<file path="src/rtl/mem_req_pkg.sv">
// Shared types and constants for the delayed main-memory requester.
// The optional WAIT-state timeout is enabled with the MEM_REQ_TIMEOUT_EN macro.
package mem_req_pkg;

    // Default WAIT-state cycle limit used when the timeout feature is built in
    localparam int DEFAULT_TIMEOUT = 255;

    // Requester protocol states
    typedef enum logic [1:0] {
        ST_IDLE  = 2'd0,
        ST_ISSUE = 2'd1,
        ST_WAIT  = 2'd2,
        ST_RESP  = 2'd3
    } state_t;

    // Address width needed to reach every word of a memory LENGTH words deep
    function automatic int addr_width(input int length);
        int width;
        if (length > 1) begin
            width = $clog2(length);
        end else begin
            width = 1;
        end
        return width;
    endfunction

endpackage

</file>
<file path="src/rtl/mem_requester.sv">
// Single-outstanding initiator for the delayed main memory.
// Accepts one CPU request over valid/ready, drives the memory pins while the
// responder works, and returns read data (old contents on a write) as a
// one-cycle response strobe.
// Optional feature: define MEM_REQ_TIMEOUT_EN to bound the WAIT state to
// TIMEOUT cycles and report an expired wait through rsp_error.
module mem_requester
    import mem_req_pkg::*;
#(
    parameter int  LENGTH      = 1024,
    parameter int  BLOCK_SIZE  = 32,
    parameter int  TIMEOUT     = DEFAULT_TIMEOUT,
    localparam int ADDR_LENGTH = addr_width(LENGTH)
) (
    input  logic                   clk,
    input  logic                   reset,
    input  logic                   req_valid,
    output logic                   req_ready,
    input  logic                   req_we,
    input  logic [ADDR_LENGTH-1:0] req_addr,
    input  logic [BLOCK_SIZE-1:0]  req_wdata,
    output logic                   rsp_valid,
    output logic [BLOCK_SIZE-1:0]  rsp_rdata,
    output logic                   rsp_error,
    output logic                   mem_enable,
    output logic                   mem_we,
    output logic [ADDR_LENGTH-1:0] mem_addr,
    output logic [BLOCK_SIZE-1:0]  mem_data_in,
    input  logic [BLOCK_SIZE-1:0]  mem_data_out,
    input  logic                   mem_requestComplete
);

    // A zero-cycle wait limit could never be honoured by the WAIT counter
    if (TIMEOUT < 1) begin : g_timeout_range
        $error("mem_requester: TIMEOUT must be at least 1");
    end

    state_t                   state_r;
    state_t                   state_next_s;
    logic                     accept_s;
    logic                     complete_s;
    logic                     timeout_hit_s;

    logic                     req_ready_r;
    logic                     mem_enable_r;
    logic                     rsp_valid_r;
    logic                     mem_we_r;
    logic [ADDR_LENGTH-1:0]   mem_addr_r;
    logic [BLOCK_SIZE-1:0]    mem_data_in_r;
    logic [BLOCK_SIZE-1:0]    rsp_rdata_r;

    // A request is taken only while idle; completion only counts once the
    // responder has had its first enabled cycle to clear the stale flag.
    assign accept_s   = (state_r == ST_IDLE) && req_valid;
    assign complete_s = (state_r == ST_WAIT) && mem_requestComplete;

`ifdef MEM_REQ_TIMEOUT_EN
    localparam int CNT_W = $clog2(TIMEOUT + 1);

    logic [CNT_W-1:0] wait_cnt_r;
    logic             rsp_error_r;

    // Count WAIT cycles, restarting from zero each time WAIT is entered
    always_ff @(posedge clk or negedge reset) begin
        if (!reset) begin
            wait_cnt_r <= '0;
        end else if (state_r == ST_ISSUE) begin
            wait_cnt_r <= '0;
        end else if ((state_r == ST_WAIT) && (wait_cnt_r != CNT_W'(TIMEOUT))) begin
            wait_cnt_r <= wait_cnt_r + CNT_W'(1);
        end else begin
            wait_cnt_r <= wait_cnt_r;
        end
    end

    // The limit fires on the TIMEOUT-th WAIT cycle unless completion arrives with it
    always_comb begin
        timeout_hit_s = 1'b0;
        if ((state_r == ST_WAIT) && !mem_requestComplete &&
            (wait_cnt_r == CNT_W'(TIMEOUT - 1))) begin
            timeout_hit_s = 1'b1;
        end else begin
            timeout_hit_s = 1'b0;
        end
    end

    // Error flag follows each capture: cleared on completion, set on timeout
    always_ff @(posedge clk or negedge reset) begin
        if (!reset) begin
            rsp_error_r <= 1'b0;
        end else if (complete_s) begin
            rsp_error_r <= 1'b0;
        end else if (timeout_hit_s) begin
            rsp_error_r <= 1'b1;
        end else begin
            rsp_error_r <= rsp_error_r;
        end
    end

    assign rsp_error = rsp_error_r;
`else
    // Without the timeout the wait is unbounded and errors cannot occur
    always_comb begin
        timeout_hit_s = 1'b0;
    end

    assign rsp_error = 1'b0;
`endif

    // Next-state logic for the IDLE -> ISSUE -> WAIT -> RESP handshake
    always_comb begin
        state_next_s = state_r;
        case (state_r)
            ST_IDLE: begin
                if (accept_s) begin
                    state_next_s = ST_ISSUE;
                end else begin
                    state_next_s = ST_IDLE;
                end
            end
            ST_ISSUE: begin
                state_next_s = ST_WAIT;
            end
            ST_WAIT: begin
                if (complete_s) begin
                    state_next_s = ST_RESP;
                end else if (timeout_hit_s) begin
                    state_next_s = ST_RESP;
                end else begin
                    state_next_s = ST_WAIT;
                end
            end
            ST_RESP: begin
                state_next_s = ST_IDLE;
            end
            default: begin
                state_next_s = ST_IDLE;
            end
        endcase
    end

    // State register
    always_ff @(posedge clk or negedge reset) begin
        if (!reset) begin
            state_r <= ST_IDLE;
        end else begin
            state_r <= state_next_s;
        end
    end

    // Handshake and enable outputs registered from the next state, so they
    // line up with the state they describe and drop asynchronously on reset.
    // Enable is low in RESP and IDLE, giving the responder a clean rising edge.
    always_ff @(posedge clk or negedge reset) begin
        if (!reset) begin
            req_ready_r  <= 1'b1;
            mem_enable_r <= 1'b0;
            rsp_valid_r  <= 1'b0;
        end else begin
            req_ready_r  <= (state_next_s == ST_IDLE);
            mem_enable_r <= (state_next_s == ST_ISSUE) || (state_next_s == ST_WAIT);
            rsp_valid_r  <= (state_next_s == ST_RESP);
        end
    end

    // Latch the request into the memory pins; they hold until the next accept
    always_ff @(posedge clk or negedge reset) begin
        if (!reset) begin
            mem_we_r      <= 1'b0;
            mem_addr_r    <= '0;
            mem_data_in_r <= '0;
        end else if (accept_s) begin
            mem_we_r      <= req_we;
            mem_addr_r    <= req_addr;
            mem_data_in_r <= req_wdata;
        end else begin
            mem_we_r      <= mem_we_r;
            mem_addr_r    <= mem_addr_r;
            mem_data_in_r <= mem_data_in_r;
        end
    end

    // Capture response data on completion (zero on timeout); held otherwise
    always_ff @(posedge clk or negedge reset) begin
        if (!reset) begin
            rsp_rdata_r <= '0;
        end else if (complete_s) begin
            rsp_rdata_r <= mem_data_out;
        end else if (timeout_hit_s) begin
            rsp_rdata_r <= '0;
        end else begin
            rsp_rdata_r <= rsp_rdata_r;
        end
    end

    assign req_ready   = req_ready_r;
    assign mem_enable  = mem_enable_r;
    assign rsp_valid   = rsp_valid_r;
    assign rsp_rdata   = rsp_rdata_r;
    assign mem_we      = mem_we_r;
    assign mem_addr    = mem_addr_r;
    assign mem_data_in = mem_data_in_r;

endmodule
</file>
<file path="config.mk">
export PLATFORM = sky130hd
export DESIGN_NAME = mem_requester
export DESIGN_NICKNAME = d
export VERILOG_FILES = /design/src/rtl/mem_req_pkg.sv /design/src/rtl/mem_requester.sv
export SDC_FILE = /design/constraint.sdc
export NUM_CORES = 1
export LEC_CHECK = 0
export ABC_AREA = 1
export ABC_CLOCK_PERIOD_IN_PS = 1450
export CORE_AREA = 10 10 133 87
export CTS_CLUSTER_DIAMETER = 200
export DETAILED_ROUTE_END_ITERATION = 16
export DIE_AREA = 0 0 143 97
export PLACE_DENSITY = 0.82
export SLEW_MARGIN = 15
export SYNTH_ARGS = -nofsm -noshare
export SYNTH_HDL_FRONTEND = slang
export SYNTH_SLANG_ARGS = --single-unit
</file>
<file path="constraint.sdc">
create_clock -name clk -period 1.45 [get_ports clk]
set_input_delay 0.3625 -clock clk [delete_from_list [all_inputs] [get_ports clk]]
set_output_delay 0.3625 -clock clk [all_outputs]
set_load 0.02 [all_outputs]
</file>
# --- After elaboration in Yosys (flattened, before gate mapping) ---
# Cells that the tools add are included.
totals:
  regBits: 80
  inputBits: 79
op_classes:
  eq_ne: 6
  reduce_logical: 5
  n_mux: 3
ops:
  columns: ["operator", "n"]
  rows:
  - ["$eq 2x2->1 const B", 4]
  - ["$pmux 2 s4", 1]
  - ["$eq 2x1->1 const B", 2]
  - ["$logic_not 2->1", 2]
  - ["$logic_and 1x1->1", 2]
  - ["$mux 1", 2]
  - ["$logic_or 1x1->1", 1]

# --- Logic depth before layout (Yosys ltp) ---
# Gate-level depths: netlist of the first run.
depth:
  depth_word: 6
  ltp_mapped: 8
  ltp_nobuf: 6

# --- Worst setup path after synthesis of the first run ---
# OpenSTA, ideal clock, no wires.
synth_timing:
  path_kind: "register -> register"
  startpoint: "reg state_r[0]"
  endpoint: "reg mem_enable_r, in the netlist mem_enable"
  t_required_ns: 1.324
  arrival_ns: 1.264
  setup_slack_ns: 0.060
  stages_incl_launch_ff: 9
  cell_sequence: "dfrtp_1 -> inv_1 -> ha_1 -> buf_4 -> nand2_4 -> buf_6 -> nand2_1 -> nand2_1 -> ha_1"
synth_via:
  elab_chain_cells: 6
  elab_cells_between_ends: 12
synth_rtl:
  columns: ["item", "line_no", "source"]
  rows:
  - ["start, declared", "mem_requester.sv:38", "state_t state_r;"]
  - ["start signal, assigned", "mem_requester.sv:147", "state_r <= state_next_s;"]
  - ["$eq 2x2->1 or $logic_not 2->1 (tied branches)", "mem_requester.sv:55, mem_requester.sv:113, mem_requester.sv:54", null]
  - ["$logic_and 1x1->1, on equally long branches", "mem_requester.sv:55, mem_requester.sv:54", null]
  - ["$mux 1, on equally long branches", "mem_requester.sv:125, mem_requester.sv:115", null]
  - ["$pmux 2 s4 *", "mem_requester.sv:113", "case (state_r)"]
  - ["$eq 2x1->1 or $eq 2x2->1 (tied branches)", "mem_requester.sv:161", "mem_enable_r <= (state_next_s == ST_ISSUE) || (state_next_s == ST_WAIT);"]
  - ["$logic_or 1x1->1 *", "mem_requester.sv:161", null]
  - ["end signal, assigned", "mem_requester.sv:161", null]
  - ["end, declared", "mem_requester.sv:45", "logic mem_enable_r;"]
# Mark *: on every way between the ends. The rest lies on a longest branch, timed or not.
# A chain may end at the register's enable or synchronous reset.

# --- Worst setup path in the final report of the first run ---
layout_timing:
  startpoint: "reg rsp_rdata_r[2], in the netlist rsp_rdata[2]"
  endpoint: "out rsp_rdata[2]"
layout_lines:
  columns: ["item", "line_no", "source"]
  rows:
  - ["start, declared", "mem_requester.sv:50", "logic [BLOCK_SIZE-1:0] rsp_rdata_r;"]
  - ["start signal, assigned", "mem_requester.sv:188", "rsp_rdata_r <= mem_data_out;"]
  - ["start signal, assigned", "mem_requester.sv:192", "rsp_rdata_r <= rsp_rdata_r;"]
  - ["end, declared", "mem_requester.sv:23", "output logic [BLOCK_SIZE-1:0] rsp_rdata,"]
# No word-level cell between the ends.

==> results of run 1 <==
==> worst paths after layout <==
path / endpoint / cells after the start
setup / recovery: rsp_rdata[2] / 1
hold / removal: rsp_rdata[5] / 2
setup reg to reg: mem_enable / 6
hold reg to reg: rsp_rdata[13] / 2
max in group asynchronous: req_ready / 3
min in group clk: state_r[0] / 3
==> flip-flops by register name (all words and copies together) (netlist names) <==
signal	cells
mem_addr	10
req_ready	1
state_r	2
mem_we	1
rsp_valid	1
rsp_rdata	32
mem_data_in	32
mem_enable	1
==> per-stage QoR <==
step | power, mW | setup slack [ns]
after detailed placement | 10.1 | -0.0473
after CTS | 11.9 | 0.0181
final | 11.7 | 0.0451
after global placement | 9.89 | -0.00380
after global routing | 12.6 | 0.000351
after floorplan | 7.20 | 0.0604
==> cell usage after synthesis <==
| cell type | n |
|---|---|
| sky130_fd_sc_hd__buf_2 | 2 |
| sky130_fd_sc_hd__buf_4 | 17 |
| sky130_fd_sc_hd__buf_6 | 7 |
| sky130_fd_sc_hd__conb_1 | 1 |
| sky130_fd_sc_hd__dfrtp_1 | 79 |
| sky130_fd_sc_hd__dfstp_2 | 1 |
| sky130_fd_sc_hd__ha_1 | 5 |
| sky130_fd_sc_hd__inv_1 | 4 |
| sky130_fd_sc_hd__nand2_1 | 154 |
| sky130_fd_sc_hd__nand2_4 | 1 |
| sky130_fd_sc_hd__nand2_8 | 1 |
| sky130_fd_sc_hd__nand3_1 | 77 |
==> layout make-up <==
class / instances / area [sq um] / share of cell area
multi-input combinational: 239 / 1060 / 0.206
clock buffer: 13 / 250 / 0.0484
timing repair buffer: 167 / 1600 / 0.310
sequential: 80 / 2000 / 0.388
inverter: 4 / 15.0 / 0.00291
tap: 116 / 145 / 0.0281
clock inverter: 3 / 90.1 / 0.0174
==> power by group through the flow <==
stage / Sequential (mW) / Clock (mW) / Combinational (mW)
6_report: 3.85 / 2.54 / 5.36
5_1_grt: 3.98 / 2.71 / 5.90
3_5_place_dp: 3.92 / 0 / 6.16
4_1_cts: 3.86 / 2.61 / 5.45
3_3_place_gp: 3.86 / 0 / 6.03
2_1_floorplan: 5.15 / 0 / 2.05
==> kinds of logic (layout without fill, tap and decap cells) <==
group         after synthesis  count (layout)  share of synthesized area
other cells                 1               1                    0.00114
fa+ha+maj                   5               5                     0.0190
simple gates              233             233                      0.302
buf+inv                    30             187                     0.0702
flops                      80              80                      0.608
==> routing by layer <==
| metal | share of wire | vias to the layer above | GRT usage |
|---|---|---|---|
| met2 | 0.48 | 94 | 0.225 |
| met3 | 0.088 | 9 | 0.0565 |
| met5 | 0 | - | 0 |
| met4 | 0.011 | 0 | 0.0408 |
| met1 | 0.42 | 1395 | 0.166 |
| li1 | - | 1410 | - |
==> repair_timing <==
| action | 4_1_cts | 5_1_grt |
|---|---|---|
| endpoints found under the setup margin | 78 | 51 |
| gates resized for setup | 81 | 6 |
| hold endpoints to repair | 2 | 0 |
| hold buffers | 1 | 0 |
==> metrics.md, run 1 <==
| Metric | Value |
|---|---|
| Final Hold Vio Count | `0` |
| Cell family with most CP delay | `flip-flops` |
| Peak ir drop on the vdd network | `1030 uV` |
| Top cell type's share of synthesized area | `0.600` |
| Number of warnings printed during yosys synthesis | `0` |
| Net Sw Power | `~4.7 mW` |
| Post-Route Hold Slack | `a little under 0.4 ns` |
| Synth Net Count | `433` |
| Number of antenna violations at the first check in global routing | `0` |
| Post-synthesis cell type with the largest combined area | `sky130_fd_sc_hd__dfrtp_1` |
| Run status | `complete, no violations` |
| H-tree depth | `3` |
| Highest-delay cell along the critical path | `sky130_fd_sc_hd__dfrtp_1` |
| Clk slew on worst S/H paths | `around 0.060 ns` |
| Count of max-cap constraint violations | `0` |
| Maximum clock frequency | `0.712 GHz` |
| Worst clock skew on the final layout | `0.00336 ns` |
| Crit path launch | `rsp_rdata[2]` |
| Layout Cells excl Fill | `roughly 620` |
| Fraction of layout cells with a size suffix above 1 | `0.0593` |
| Unrepaired setup endpoints after global routing | `false` |
| Drt first-iter violations | `142` |
| Die W | `around 140 microns` |
| Minimum clock period after layout | `approximately 1.4 ns` |
| Finished Cell Area | `0.00517 sq mm` |
| Routed length per instance | `15.9 microns` |
| Antenna Nets Post-Route | `0` |
| Synth cell types | `12` |
| Via count | `2,908` |
| Number of setup violations in the final report | `0` |
| Buffers added on ports | `156` |
| Commonest non-fill, non-tap cells in the layout | `154 x sky130_fd_sc_hd__nand2_1, 79 x sky130_fd_sc_hd__dfrtp_1, 77 x sky130_fd_sc_hd__nand3_1, 76 x sky130_fd_sc_hd__clkdlybuf4s50_1, 73 x sky130_fd_sc_hd__dlygate4sd2_1` |
| Critical Path Sink Type | `output pin` |
| Clock Power Share | `0.216` |
| Layout area overhead | `56.8%` |
| HPWL reported at the end of detailed placement | `7.41 mm` |
| Filler cell count in the final layout | `784` |
| Critical Path RT | `1.09 ns` |
| DRT Pass-1 Iters | `4` |
| Power density over cell area | `2270 mW/mm^2` |
| Area of the core region | `approximately 0.0090 sq mm` |
| Count of buffer and inverter cells on the critical path | `1` |
| Flop and latch count out of synthesis | `80` |
| Routed via count divided by cell count | `4.68` |
| Synthesized instance count | `349` |
| Crit path launch type | `register` |
| Fin Setup TNS | `0 ns` |
| Top fanout value on the critical path | `2` |
| Classification of the worst-slack hold path | `input pin to asynchronous set/reset pin` |
| Part of the total power dissipated in sequential elements | `0.328` |
| Global-route wire length before repair | `approximately 16 mm` |
| Switching Fraction | `0.402` |
| Avg Synthesized Cell Area | `9.44 sq um` |
| Post-layout net count | `a little under 600` |
| Mapped cell area | `0.00330 sq mm` |
| Leading cell type in the layout, fill and taps excluded | `sky130_fd_sc_hd__nand2_1` |
| Clock tree from TritonCTS | `yes` |
| Worst-Skew Late Latency | `0.32 ns` |
| Worst setup slack for register-to-register paths | `0.13 ns` |
| Final Core Density | `0.573` |
| Number of primary I/O pins | `158` |
| Num CTS Buffers | `9` |
| Combinational share of power | `0.456` |
| Starting utilization of the core area | `0.365` |
| Root Buffer Master | `sky130_fd_sc_hd__clkbuf_16` |
| DP Cell Count | `between 600 and 700` |
| Internal Power | `7.02 mW` |
| Total inserted antenna cells | `0` |
| CTS Buffer Depth | `2` |
| Row count | `27` |
| Die height | `97 microns` |
| Cells taking the most area after synthesis | `sky130_fd_sc_hd__dfrtp_1 60%, sky130_fd_sc_hd__nand2_1 18%, sky130_fd_sc_hd__nand3_1 12%` |
| Post-detailed-route DRC marker count | `0` |
| Worst reg2reg path startpoint | `state_r[0]` |
| Largest net degree at the start of global routing | `46` |
| Crit path largest cell delay | `0.39 ns` |
| Max Transition Viols Final | `0` |
| CP Cell Sequence | `dlygate4sd2_1` |
| Worst Path Arrival | `1.04 ns` |
| Final period util | `0.969` |
| Clk sinks | `80` |
| Cell leakage power | `2.72 nW` |
| Total grt overflow | `0` |
| Sequential area share after synthesis | `0.608` |
| Type of the worst setup path | `register to output pin` |
| Placed inst area | `0.00491 sq mm` |
| GPL Wtd Cong | `around 0.8` |
| Vias in the first global route | `2,963` |
| Die outline area | `0.0139 sq mm` |
| Post-CTS setup buffers | `0` |
| Overall Global Routing Usage | `0.139` |
| Total wire length | `9.88 mm` |
No activity file was read; power rests on OpenSTA's default activity.
==> run 2: changes to the inputs <==
Settings changed: HOLD_SLACK_MARGIN from default to 0.05.
==> results of run 2 <==
Final layout, timing and power as in run 1 (identical DEF).
==> run 3: changes to the inputs <==
Settings changed: ABC_AREA 1 to default, CORE_AREA 10 10 133 87 to 10 10 133 86, DIE_AREA 0 0 143 97 to 0 0 143 96, GPL_ROUTABILITY_DRIVEN from default to 0.
==> metrics.md, run 3 <==
| Metric | Value |
|---|---|
| Run status | `complete, no violations` |
| Total wire length | `8.65 mm` |
| Post-CTS setup buffers | `0` |
| Worst Path Arrival | `1.05 ns` |
| Multiplexer share of the synthesized area | `0.312` |
| Fin Setup TNS | `0 ns` |
| HPWL reported at the end of detailed placement | `6.65 mm` |
| Overall Global Routing Usage | `0.125` |
| Power density over cell area | `2320 mW/mm^2` |
| Switching Fraction | `0.362` |
| PnR worst setup slack | `between 0.04 and 0.05 ns` |
| Layout Cells excl Fill | `~470` |
| Finished Cell Area | `0.00512 sq mm` |
| DRT Pass-1 Iters | `4` |
| Number of cells on the worst reg-to-reg path | `5` |
| Number of antenna violations at the first check in global routing | `0` |
| Sequential area share after synthesis | `0.628` |
| Worst reg2reg path startpoint | `state_r[1]` |
| Final Core Density | `0.568` |
| Net Sw Power | `approximately 4.3 mW` |
| Number of primary I/O pins | `158` |
| Async set-or-reset flop fraction in the synthesized netlist | `1.00` |
| Largest net degree at the start of global routing | `81` |
| Clock tree from TritonCTS | `yes` |
| Total grt overflow | `0` |
| Row count | `27` |
| Endpoint of the lowest-slack register-to-register path | `mem_data_in[15]` |
| Final Hold Vio Count | `0` |
| Clk sinks | `80` |
| Post-detailed-route DRC marker count | `0` |
| Cell family with most CP delay | `flip-flops` |
| Worst setup slack for register-to-register paths | `roughly 0.05 ns` |
| Synth Net Count | `261` |
| Largest family of logic cells by synthesized area | `multiplexers` |
| Classification of the worst-slack hold path | `input pin to asynchronous set/reset pin` |
| Die height | `between 90 and 100 microns` |
| Simple-gate share of the synthesized area | `0.00549` |
| Die outline area | `roughly 0.014 sq mm` |
| CP Cell Sequence | `dlygate4sd2_1` |
| Post-synthesis cell type with the largest combined area | `sky130_fd_sc_hd__dfrtp_1` |
| Filler cell count in the final layout | `752` |
| Avg Synthesized Cell Area | `18.0 sq um` |
| Maximum clock frequency | `0.710 GHz` |
| Final period util | `0.972` |
| Commonest cells in the netlist | `79 x sky130_fd_sc_hd__dfrtp_1, 40 x sky130_fd_sc_hd__mux2_4, 35 x sky130_fd_sc_hd__mux2_2` |
| Routed length per instance | `~19 microns` |
| Top cell type's share of synthesized area | `0.619` |
| Commonest non-fill, non-tap cells in the layout | `79 x sky130_fd_sc_hd__dfrtp_1, 77 x sky130_fd_sc_hd__clkdlybuf4s50_1, 65 x sky130_fd_sc_hd__dlygate4sd2_1, 40 x sky130_fd_sc_hd__mux2_4, 35 x sky130_fd_sc_hd__mux2_2` |
| Count of max-cap constraint violations | `0` |
| Total inserted antenna cells | `0` |
| Cells taking the most area after synthesis | `sky130_fd_sc_hd__dfrtp_1 62%, sky130_fd_sc_hd__mux2_4 19%, sky130_fd_sc_hd__mux2_2 12%` |
| Most instantiated library cell after synthesis | `sky130_fd_sc_hd__dfrtp_1` |
| Clk slew on worst S/H paths | `0.06 ns` |
| Synthesized instance count | `177` |
| Drt first-iter violations | `61` |
| Max Transition Viols Final | `0` |
| Count of buffer and inverter cells on the critical path | `1` |
| Cell leakage power | `2.43 nW` |
| Crit path largest cell delay | `0.38 ns` |
| Clock Power Share | `0.174` |
| Post-layout net count | `428` |
| Fraction of synthesized cell area in xor and xnor cells | `0` |
| Area of the core region | `between 0.009 and 0.01 sq mm` |
| Type of the worst setup path | `register to output pin` |
| Antenna Nets Post-Route | `0` |
| CTS Buffer Depth | `2` |
| Number of warnings printed during yosys synthesis | `0` |
| Via count | `2,081` |
| Top fanout value on the critical path | `2` |
| Fraction of layout cells with a size suffix above 1 | `0.301` |
| Buffers added on ports | `156` |
| Flop and latch count out of synthesis | `80` |
| Vias in the first global route | `2,334` |
| Critical Path RT | `1.09 ns` |
| Post-synthesis adder-cell area fraction | `0.0196` |
| DP Cell Count | `around 450` |
| Minimum clock period after layout | `1.41 ns` |
| Combinational share of power | `0.493` |
| Placed inst area | `between 0.004 and 0.005 sq mm` |
| Hold_buf cts | `0` |
| Number of setup violations in the final report | `0` |
| Top FF cell, synth | `sky130_fd_sc_hd__dfrtp_1` |
| Num CTS Buffers | `9` |
| Part of the total power dissipated in sequential elements | `0.333` |
| Synth cell types | `13` |
| Peak ir drop on the vdd network | `between 900 and 1000 uV` |
| Worst clock skew on the final layout | `0.00307 ns` |
| Worst-Skew Late Latency | `around 0.33 ns` |
| Mapped cell area | `0.00319 sq mm` |
| Highest-delay cell along the critical path | `sky130_fd_sc_hd__dfrtp_1` |
| Root Buffer Master | `sky130_fd_sc_hd__clkbuf_16` |
| Number of enable-type register cells in the synthesized netlist | `0` |
| Leading cell type in the layout, fill and taps excluded | `sky130_fd_sc_hd__dfrtp_1` |
| Die W | `143 microns` |
| Internal Power | `7.59 mW` |
| Global-route wire length before repair | `13.1 mm` |
| Share of the synthesized area in compound gates (AO/OA/AOI/OAI) | `0.00392` |
| H-tree depth | `3` |
| Critical Path Sink Type | `output pin` |
| Layout area overhead | `60.5%` |
| Routed via count divided by cell count | `4.48` |
| Crit path launch type | `register` |
| Starting utilization of the core area | `0.354` |
| Pre-CTS setup slack | `-0.204 ns` |
## run 3: cell types whose count changed in the layout (fill, tap and decap cells not counted), moves of 2 or more
| cell | before | now |
|---|---|---|
| sky130_fd_sc_hd__bufinv_16 | 3 | 0 |
| sky130_fd_sc_hd__clkbuf_1 | 3 | 0 |
| sky130_fd_sc_hd__clkdlybuf4s15_1 | 4 | 12 |
| sky130_fd_sc_hd__clkinv_2 | 0 | 4 |
| sky130_fd_sc_hd__clkinvlp_4 | 0 | 2 |
| sky130_fd_sc_hd__dlygate4sd2_1 | 73 | 65 |
| sky130_fd_sc_hd__mux2_2 | 0 | 35 |
| sky130_fd_sc_hd__mux2_4 | 0 | 40 |
| sky130_fd_sc_hd__nand2_1 | 154 | 0 |
| sky130_fd_sc_hd__nand3_1 | 77 | 1 |
## run 3: power groups by stage
stage | logic [mW] | registers (mW) | clock network [mW]
final | 5.87 | 3.97 | 2.07
after global routing | 6.25 | 4.13 | 2.24
after CTS | 5.87 | 3.98 | 2.14
after detailed placement | 6.64 | 4.05 | 0
after global placement | 6.52 | 4.00 | 0
after floorplan | 2.24 | 5.37 | 0
## run 3: cell type report
type,instances,area [sq um],share of cell area
clock buffer,10,239,0.0466
inverter,3,11.3,0.00220
tap,116,145,0.0283
timing repair buffer,164,1590,0.311
sequential,80,2000,0.391
multi-input combinational,86,1100,0.214
clock inverter,6,35.0,0.00684
## run 3: how the worst max path moves through the flow
stage | startpoint | endpoint | slack (ns) | cells past startpoint
after floorplan | state_r[0] | mem_enable | 0.04 | 6
after global placement | req_valid | mem_addr[9] | -0.18 | 4
after detailed placement | req_valid | mem_addr[9] | -0.20 | 4
after CTS | state_r[1] | mem_addr[5] | 0.002 | 5
after global routing | state_r[1] | mem_data_in[2] | -0.009 | 5
final | mem_addr[2] | mem_addr[2] | 0.04 | 1
## run 3: through the flow
stage	power, mW	hold WS (ns)
after floorplan	7.61	0.0669
after global placement	10.5	0.418
after detailed placement	10.7	0.422
after CTS	12.0	0.0611
after global routing	12.6	0.0674
final	11.9	0.0382
## run 3: repair_timing
action	CTS	global route
gates cloned	0	1
endpoints found under the setup margin	78	46
gates resized for setup	81	15
## run 3: metal layers
metal	track usage	vias up	wire (microns)
met5	0	-	0
met4	0.0436	0	109
met3	0.0856	14	1190
met2	0.182	98	3770
met1	0.144	1020	3590
li1	-	949	-
## run 3: cells by family after synthesis
| family | Yosys count |
|---|---|
| flops | 80 |
| mux | 75 |
| buf+inv | 11 |
| fa+ha+maj | 5 |
| simple gates | 3 |
| compound gates | 2 |
| other cells | 1 |
